[src/rtl/serial_seq_tx_if.sv]
// Handshake/serial bundle for serial_seq_tx.
//   start, data_in : request side, driven by the producer (master).
//   ready          : transmitter idle, start will be taken on the next edge.
//   dout           : serial bit stream, LSB first (feeds a sequence detector din).
//   dout_valid     : dout carries a frame bit this cycle.
//   done           : one-cycle pulse on the final bit of a frame.
interface serial_seq_tx_if #(
  parameter int unsigned DATA_W = 11
) ();
  logic              start;
  logic [DATA_W-1:0] data_in;
  logic              ready;
  logic              dout;
  logic              dout_valid;
  logic              done;

  modport master (
    output start, data_in,
    input  ready, dout, dout_valid, done
  );

  modport slave (
    input  start, data_in,
    output ready, dout, dout_valid, done
  );
endinterface

[src/rtl/serial_seq_tx.sv]
// serial_seq_tx: parallel-in, serial-out frame transmitter.
// Ports:
//   clk   : sole clock, rising edge.
//   reset : synchronous, active-high; wins over start.
//   bus   : serial_seq_tx_if.slave (start, data_in in; ready, dout,
//           dout_valid, done out). All outputs are registered.
// Optional feature: define SEQ_TX_PARITY_EN to append an even-parity bit
// (PAR state) after the DATA_W data bits; done then moves to that bit.
module serial_seq_tx #(
  parameter int unsigned DATA_W = 11
) (
  input  logic            clk,
  input  logic            reset,
  serial_seq_tx_if.slave  bus
);

  // Counter must reach DATA_W (value after the last shift) without wrapping.
  localparam int unsigned       CNT_W = $clog2(DATA_W + 1);
  localparam logic [CNT_W-1:0]  LAST  = CNT_W'(DATA_W - 1);

`ifdef SEQ_TX_PARITY_EN
  typedef enum logic [1:0] {IDLE = 2'd0, SHIFT = 2'd1, PAR = 2'd2} state_t;
`else
  typedef enum logic [1:0] {IDLE = 2'd0, SHIFT = 2'd1} state_t;
`endif

  state_t            state_q, state_d;
  logic [DATA_W-1:0] shreg_q, shreg_d;
  logic [CNT_W-1:0]  cnt_q, cnt_d;
  logic              ready_q, ready_d;
  logic              dout_q, dout_d;
  logic              valid_q, valid_d;
  logic              done_q, done_d;
`ifdef SEQ_TX_PARITY_EN
  logic              par_q, par_d;
`endif

  // State, datapath and registered outputs.
  always_ff @(posedge clk) begin
    if (reset) begin
      state_q <= IDLE;
      shreg_q <= '0;
      cnt_q   <= '0;
      ready_q <= 1'b1;
      dout_q  <= 1'b0;
      valid_q <= 1'b0;
      done_q  <= 1'b0;
`ifdef SEQ_TX_PARITY_EN
      par_q   <= 1'b0;
`endif
    end else begin
      state_q <= state_d;
      shreg_q <= shreg_d;
      cnt_q   <= cnt_d;
      ready_q <= ready_d;
      dout_q  <= dout_d;
      valid_q <= valid_d;
      done_q  <= done_d;
`ifdef SEQ_TX_PARITY_EN
      par_q   <= par_d;
`endif
    end
  end

  // Next state/datapath; outputs are derived from the next state so the
  // registered outputs line up with the state they describe.
  always_comb begin
    state_d = state_q;
    shreg_d = shreg_q;
    cnt_d   = cnt_q;
`ifdef SEQ_TX_PARITY_EN
    par_d   = par_q;
`endif
    ready_d = 1'b0;
    dout_d  = 1'b0;
    valid_d = 1'b0;
    done_d  = 1'b0;

    case (state_q)
      IDLE: begin
        if (bus.start) begin
          shreg_d = bus.data_in;
          cnt_d   = '0;
          state_d = SHIFT;
`ifdef SEQ_TX_PARITY_EN
          par_d   = ^bus.data_in;
`endif
        end
      end
      SHIFT: begin
        shreg_d = shreg_q >> 1;
        cnt_d   = cnt_q + CNT_W'(1);
        if (cnt_q == LAST) begin
`ifdef SEQ_TX_PARITY_EN
          state_d = PAR;
`else
          state_d = IDLE;
`endif
        end
      end
`ifdef SEQ_TX_PARITY_EN
      PAR:     state_d = IDLE;
`endif
      default: state_d = IDLE;
    endcase

    ready_d = (state_d == IDLE);
    if (state_d == SHIFT) begin
      dout_d  = shreg_d[0];
      valid_d = 1'b1;
`ifndef SEQ_TX_PARITY_EN
      done_d  = (cnt_d == LAST);
`endif
    end
`ifdef SEQ_TX_PARITY_EN
    if (state_d == PAR) begin
      dout_d  = par_d;
      valid_d = 1'b1;
      done_d  = 1'b1;
    end
`endif
  end

  assign bus.ready      = ready_q;
  assign bus.dout       = dout_q;
  assign bus.dout_valid = valid_q;
  assign bus.done       = done_q;

endmodule

[src/flat_wrapper.sv]
// flat-port wrapper written by rule: the top's interface ports become plain ports
module serial_seq_tx_flat 
#(
  parameter int unsigned DATA_W = 11
)
  (clk, reset, bus_start, bus_data_in, bus_ready, bus_dout, bus_dout_valid, bus_done);
  serial_seq_tx_if #(.DATA_W(DATA_W)) bus_i ();
  input  logic clk;
  input  logic reset;
  input wire logic [$bits(bus_i.start)-1:0] bus_start;
  input wire logic [$bits(bus_i.data_in)-1:0] bus_data_in;
  output wire logic [$bits(bus_i.ready)-1:0] bus_ready;
  output wire logic [$bits(bus_i.dout)-1:0] bus_dout;
  output wire logic [$bits(bus_i.dout_valid)-1:0] bus_dout_valid;
  output wire logic [$bits(bus_i.done)-1:0] bus_done;
  assign bus_i.start = bus_start;
  assign bus_i.data_in = bus_data_in;
  assign bus_ready = bus_i.ready;
  assign bus_dout = bus_i.dout;
  assign bus_dout_valid = bus_i.dout_valid;
  assign bus_done = bus_i.done;
  serial_seq_tx #(.DATA_W(DATA_W)) u_core (.clk(clk), .reset(reset), .bus(bus_i));
endmodule
[config.mk]
export PLATFORM = sky130hd
export DESIGN_NAME = serial_seq_tx_flat
export DESIGN_NICKNAME = d
export VERILOG_FILES = /design/src/rtl/serial_seq_tx_if.sv /design/src/rtl/serial_seq_tx.sv /design/src/flat_wrapper.sv
export SDC_FILE = /design/constraint.sdc
export NUM_CORES = 1
export LEC_CHECK = 0
export CAP_MARGIN = 20
export CORE_MARGIN = 4
export CORE_UTILIZATION = 39
export DETAILED_ROUTE_END_ITERATION = 16
export PLACE_DENSITY = 0.61
export SLEW_MARGIN = 20
export SYNTH_ARGS = -nofsm -noshare
export SYNTH_HDL_FRONTEND = slang
export SYNTH_SLANG_ARGS = --single-unit
[constraint.sdc]
create_clock -name clk -period 2.04 [get_ports clk]
set_clock_uncertainty 0.2 [all_clocks]
set_input_delay 0.408 -clock clk [delete_from_list [all_inputs] [get_ports clk]]
set_output_delay 0.408 -clock clk [all_outputs]
set_load 0.02 [all_outputs]
After elaboration in Yosys (flattened, before gate mapping)
Index checks and enable logic that the tools add are counted.

word-level totals
  register bits = 21
  input port bits = 14
  output and inout port bits = 4

cells by class
  add/sub/neg operators = 1
  equal/unequal tests = 5
  muxes and demuxes = 8
  bitwise logic cells = 1
  reduce and logical (&&, ||, !) cells = 5

operator list
  operator                                                          number
  11-bit one-hot mux with 2 select lines                            1
  11-bit two-way mux                                                1
  4-bit == test (second input constant)                             2
  4-bit one-hot mux with 2 select lines                             1
  4-bit by 1-bit adder with 4-bit output (second input constant)    1
  2-bit by 1-bit == test with 1-bit output (second input constant)  2
  2-bit logical NOT                                                 2
  2-bit two-way mux                                                 2
  4-bit two-way mux                                                 1
  2-bit one-hot mux with 2 select lines                             1
  2-bit != test (second input constant)                             1
  2-bit AND reduction                                               1
  2-bit nonzero test                                                1
  2-bit OR reduction                                                1
  1-bit two-way mux                                                 1
  1-bit NOT                                                         1

Logic depth before layout (Yosys ltp)
Gate-level depths: netlist of run 1.

  word-level depth = 6
  gate-level depth with buffers = 5

Least setup slack after synthesis of run 1
No wires, ideal clock.

  kind = reg-to-reg
  from = register u_core.cnt_q[0]
  to = register u_core.done_q (netlist: u_core.bus.done)
  arrival time = 1,322 ps
  data required time = 1,740 ps
  setup slack = 419 ps
  cell stages (with the launch flop) = 6
  path buffers = 0
  clock period less this slack = 1,621 ps
  path through = dfxtp_1 -> inv_1 -> ha_1 -> nor3b_1 -> nand2_1 -> a2111oi_4

on the way
  longest elaborated chain between the ends = 6
  elaborated cells on any way between the ends = 10
  those cells by class = add/sub: 1; eq/ne: 3; mux: 4; bitwise: 1; reduce/logical: 1

ends and longest elaborated chain
  what                                                                            RTL line             RTL
  from (decl)                                                                     serial_seq_tx.sv:29  logic [CNT_W-1:0] cnt_q, cnt_d;
  from (signal assigned)                                                          serial_seq_tx.sv:54  cnt_q <= cnt_d;
  branches (longest 6 deep; another with 4-bit by 1-bit adder with 4-bit output)  --
  to (signal assigned)                                                            serial_seq_tx.sv:58  done_q <= done_d;
  to (decl)                                                                       serial_seq_tx.sv:33  logic done_q, done_d;

Several ways; the timed one is not identified.
A chain may end at the register's enable or synchronous reset.

Worst setup path in the final report of run 1
  from = register u_core.valid_q (netlist: u_core.bus.dout_valid)
  to = output bus_dout_valid

RTL lines
  what                    RTL line             RTL
  from (decl)             serial_seq_tx.sv:32  logic valid_q, valid_d;
  from (signal assigned)  serial_seq_tx.sv:57  valid_q <= valid_d;
  to (decl)               flat_wrapper.sv:14   output wire logic [$bits(bus_i.dout_valid)-1:0] bus_dout_valid;

No word-level cell between the ends.

==> metrics.log, run 1 <==
INFO  metric synth.top_cells.by_count = sky130_fd_sc_hd__dfxtp_1 (20), sky130_fd_sc_hd__nor2_1 (13), sky130_fd_sc_hd__a211oi_1 (10)
INFO  metric fin_setup_tns = 0 ps
INFO  metric drt-initial-drc-count = 7
INFO  metric antenna_cells = 0
INFO  metric synth_top_area_cells = sky130_fd_sc_hd__dfxtp_1 (46%), sky130_fd_sc_hd__a211oi_1 (8.6%), sky130_fd_sc_hd__o22ai_1 (6.4%)
INFO  metric synth-async-reset-ratio = 0%
INFO  metric timing_max_transition_violations_final = 0
INFO  metric grt_first_pass_wirelength = 3040 µm
INFO  metric power_dens_cells = 672 mW/mm²
INFO  metric hold_bufs_inserted_after_cts = 0
INFO  metric yosys_warnings = 0
INFO  metric worstPathCellList = clkdlybuf4s50_1
INFO  metric syn-cell-area = 875 µm²
INFO  metric placement_rows = 16
INFO  metric r2r_slack = 260 ps
INFO  metric port_buffers = 17
INFO  metric launch_point_of_the_worst_reg_to_reg_path = u_core.cnt_q[0]
INFO  metric timing_worst_setup_path_type = flop to primary output
INFO  metric clk-insertion-delay-late = 290 ps
INFO  metric most_instantiated_library_cell_after_synthesis = sky130_fd_sc_hd__dfxtp_1
INFO  metric root_buffer = sky130_fd_sc_hd__clkbuf_4
INFO  metric remaining_antenna_violation_count_after_routing = 0
INFO  metric globalRouteTotalUtil = between 10% and 20%
INFO  metric start_util = 42.8%
INFO  metric residual_drc_count = 0
INFO  metric num-nets-final = 129
INFO  metric clock_sink_count = 20
INFO  metric ctsLongestPathBuffers = 2
INFO  metric worst_r2r_endpoint = u_core.bus.done
INFO  metric synth_largest_area_cell = sky130_fd_sc_hd__dfxtp_1
INFO  metric die_width = 55.4 µm
INFO  metric worst-r2r-cell-count = 5
INFO  metric drt_first_pass_iters = 2
INFO  metric type_of_element_capturing_the_critical_path = primary output
INFO  metric fill_cells = approximately 210
INFO  metric final_hold_violations = 0
INFO  metric crit_path_end = bus_dout_valid
INFO  metric gp_congestion = 0.722
INFO  metric worst_path_clk_slew = 100 ps
INFO  metric layout-area-overhead-vs-synth = 29.5%
INFO  metric hpwlAfterDp = around 1400 µm
INFO  metric drt-wirelength-per-cell = 13.3 µm
INFO  metric max_stage_delay = approximately 600 ps
INFO  metric power = ~0.76 mW
INFO  metric synthesis.area_per_instance = 9.61 µm²
INFO  metric critical_path.max_fanout = 1
INFO  metric route.vias.total = around 700
INFO  metric floorplan.die_area = 0.00306 mm²
INFO  metric antenna_found_initial = 0
INFO  metric min_path_cells = 2
INFO  metric hold_class = flop to flop
INFO  metric grt_setup_unrepaired = no
INFO  metric grt_remaining_overflow = 0
INFO  metric share_of_the_clock_period_used_by_the_worst_path_after_layout = 90.4%
INFO  metric outcome = completed
INFO  metric synth_flop_cell = sky130_fd_sc_hd__dfxtp_1
INFO  metric io-pin-count = 18
INFO  metric worst_ep_required_time = between 1000 and 1500 ps
INFO  metric viasPerCell = 5.04
INFO  metric cts_buf_count = 3
INFO  metric power.ir.vdd_worst = 0.000495 V
INFO  metric syn-instance-count = 91
INFO  metric clock_tree.htree_level_count = 1
INFO  metric cap_violations = 0
INFO  metric fmax = 0.542 GHz
INFO  metric postCtsSetupRepairBufs = 0
INFO  metric cp_num_cells = 1
INFO  metric synthDominantCellAreaShare = 45.8%
INFO  metric coreArea = 0.00204 mm²
INFO  metric number_of_gates_resized_after_cts = 0
INFO  metric critPathLaunch = u_core.bus.dout_valid
INFO  metric layout_cell_share_with_drive_strength_beyond_1 = roughly a fifth
INFO  metric cp_data_arrival_time = 1240 ps
INFO  metric period_minus_slack = about 1800 ps
INFO  metric grt_max_degree = 15
INFO  metric setup_viol = 0
INFO  metric synth_nets = between 100 and 150
INFO  metric worst-path-buf-inv = 1
INFO  metric power_leakage = approximately 0.43 nW
INFO  metric routed_wirelength = 1840 µm
INFO  metric synth.distinct_cells = 31
INFO  metric grt_pass1_vias = 687
INFO  metric ys_seq_area_share = 45.8%
INFO  metric die_height = approximately 55 µm
INFO  metric cpMaxStageDelayCell = sky130_fd_sc_hd__clkdlybuf4s50_1
INFO  metric synth.ff_latch_count = 20
INFO  metric crit_path_start_kind = flop
INFO  metric critical_path.top_delay_family = buffers and inverters
INFO  metric cts_tree = done
INFO  metric synth_enable_flop_cells = 0
## routing by layer
metal  track usage (%)  share of wire [%]  vias to the layer above
li1                  -                  -                      370
met1              13.4                 44                      320
met2              23.0                 52                       11
met3              3.96                4.5                        0
met4              3.13                  0                        0
met5                 0                  0                        -
## report_power, final
part | leakage, nW | total (mW) | switching, mW | internal, mW
Sequential | 0.164 | 0.423 | 0.0117 | 0.411
Combinational | 0.240 | 0.113 | 0.0511 | 0.0623
Clock | 0.0210 | 0.225 | 0.116 | 0.109
Total | 0.426 | 0.760 | 0.179 | 0.582
## flip-flops by register name, summed over array words and instances (netlist names)
name                   cells
u_core.shreg_q            10
u_core.cnt_q               4
u_core.state_q             2
u_core.bus.done            1
u_core.bus.dout            1
u_core.bus.dout_valid      1
u_core.bus.ready           1
## placed cells by master, fill, tap and decap left out, drive strengths merged, types with 2 or more instances in the layout
cell type	count
and2b	2
ha	2
dfxtp	20
clkdlybuf4s50	17
a21oi	3
nor2	13
clkbuf	4
buf	6
nand2	4
inv	4
or3b	2
o22ai	9
a211oi	10
## cells by family (layout without fill, tap and decap cells)
group	Yosys count	in the layout	share of synthesized area, %
other	1	1	0.429
AOI/OAI and AO/OA	28	28	26.3
and+or+nand+nor	28	28	16.9
adders and majority gates	2	2	2.86
muxes	2	2	2.86
buffers and inverters	10	31	4.86
DFF	20	20	45.8
## worst min-delay path by stage
stage	end	slack, ps	start
after global routing	u_core.shreg_q[10]	310	u_core.shreg_q[10]
after floorplan	u_core.shreg_q[10]	230	u_core.shreg_q[10]
after CTS	u_core.shreg_q[10]	280	u_core.shreg_q[10]
after detailed placement	u_core.shreg_q[10]	270	u_core.shreg_q[10]
final	u_core.shreg_q[10]	280	u_core.shreg_q[10]
after global placement	u_core.shreg_q[10]	240	u_core.shreg_q[10]
## final cells by class
cell class / count / area, µm² / area share, %
Timing Repair Buffer: 23 / 215 / 19.0
Tap cell: 27 / 33.8 / 2.98
Inverter: 4 / 15.0 / 1.33
Sequential cell: 20 / 400 / 35.4
Clock buffer: 4 / 36.3 / 3.20
Multi-Input combinational cell: 61 / 432 / 38.1
## stage by stage
step	utilization (%)	instance area [µm²]	worst slack, ps	std cells	hold WS (ps)
2_1_floorplan	-	875	419	91	232
5_1_grt	55.5	1130	88.8	139	314
6_report	55.5	1130	196	139	281
4_1_cts	55.5	1130	168	139	283
3_5_place_dp	53.7	1100	27.0	135	268
3_3_place_gp	53.7	1100	31.4	135	242
(Power assumes the default switching activity.)
==> run 2: changes to the inputs <==
--- a/config.mk
+++ b/config.mk
@@ -9,6 +9,7 @@
 export CORE_MARGIN = 4
 export CORE_UTILIZATION = 39
 export DETAILED_ROUTE_END_ITERATION = 16
+export GPL_ROUTABILITY_DRIVEN = 0
 export PLACE_DENSITY = 0.61
 export SLEW_MARGIN = 20
 export SYNTH_ARGS = -nofsm -noshare
==> results of run 2 <==
Same layout as run 1: the final DEF is identical, and so are final timing and power.
==> run 3: changes to the inputs <==
--- a/config.mk
+++ b/config.mk
@@ -5,7 +5,7 @@
 export SDC_FILE = /design/constraint.sdc
 export NUM_CORES = 1
 export LEC_CHECK = 0
-export CAP_MARGIN = 20
+export CAP_MARGIN = 40
 export CORE_MARGIN = 4
 export CORE_UTILIZATION = 39
 export DETAILED_ROUTE_END_ITERATION = 16
==> results of run 3 <==
Same layout as run 1: the final DEF is identical, and so are final timing and power.
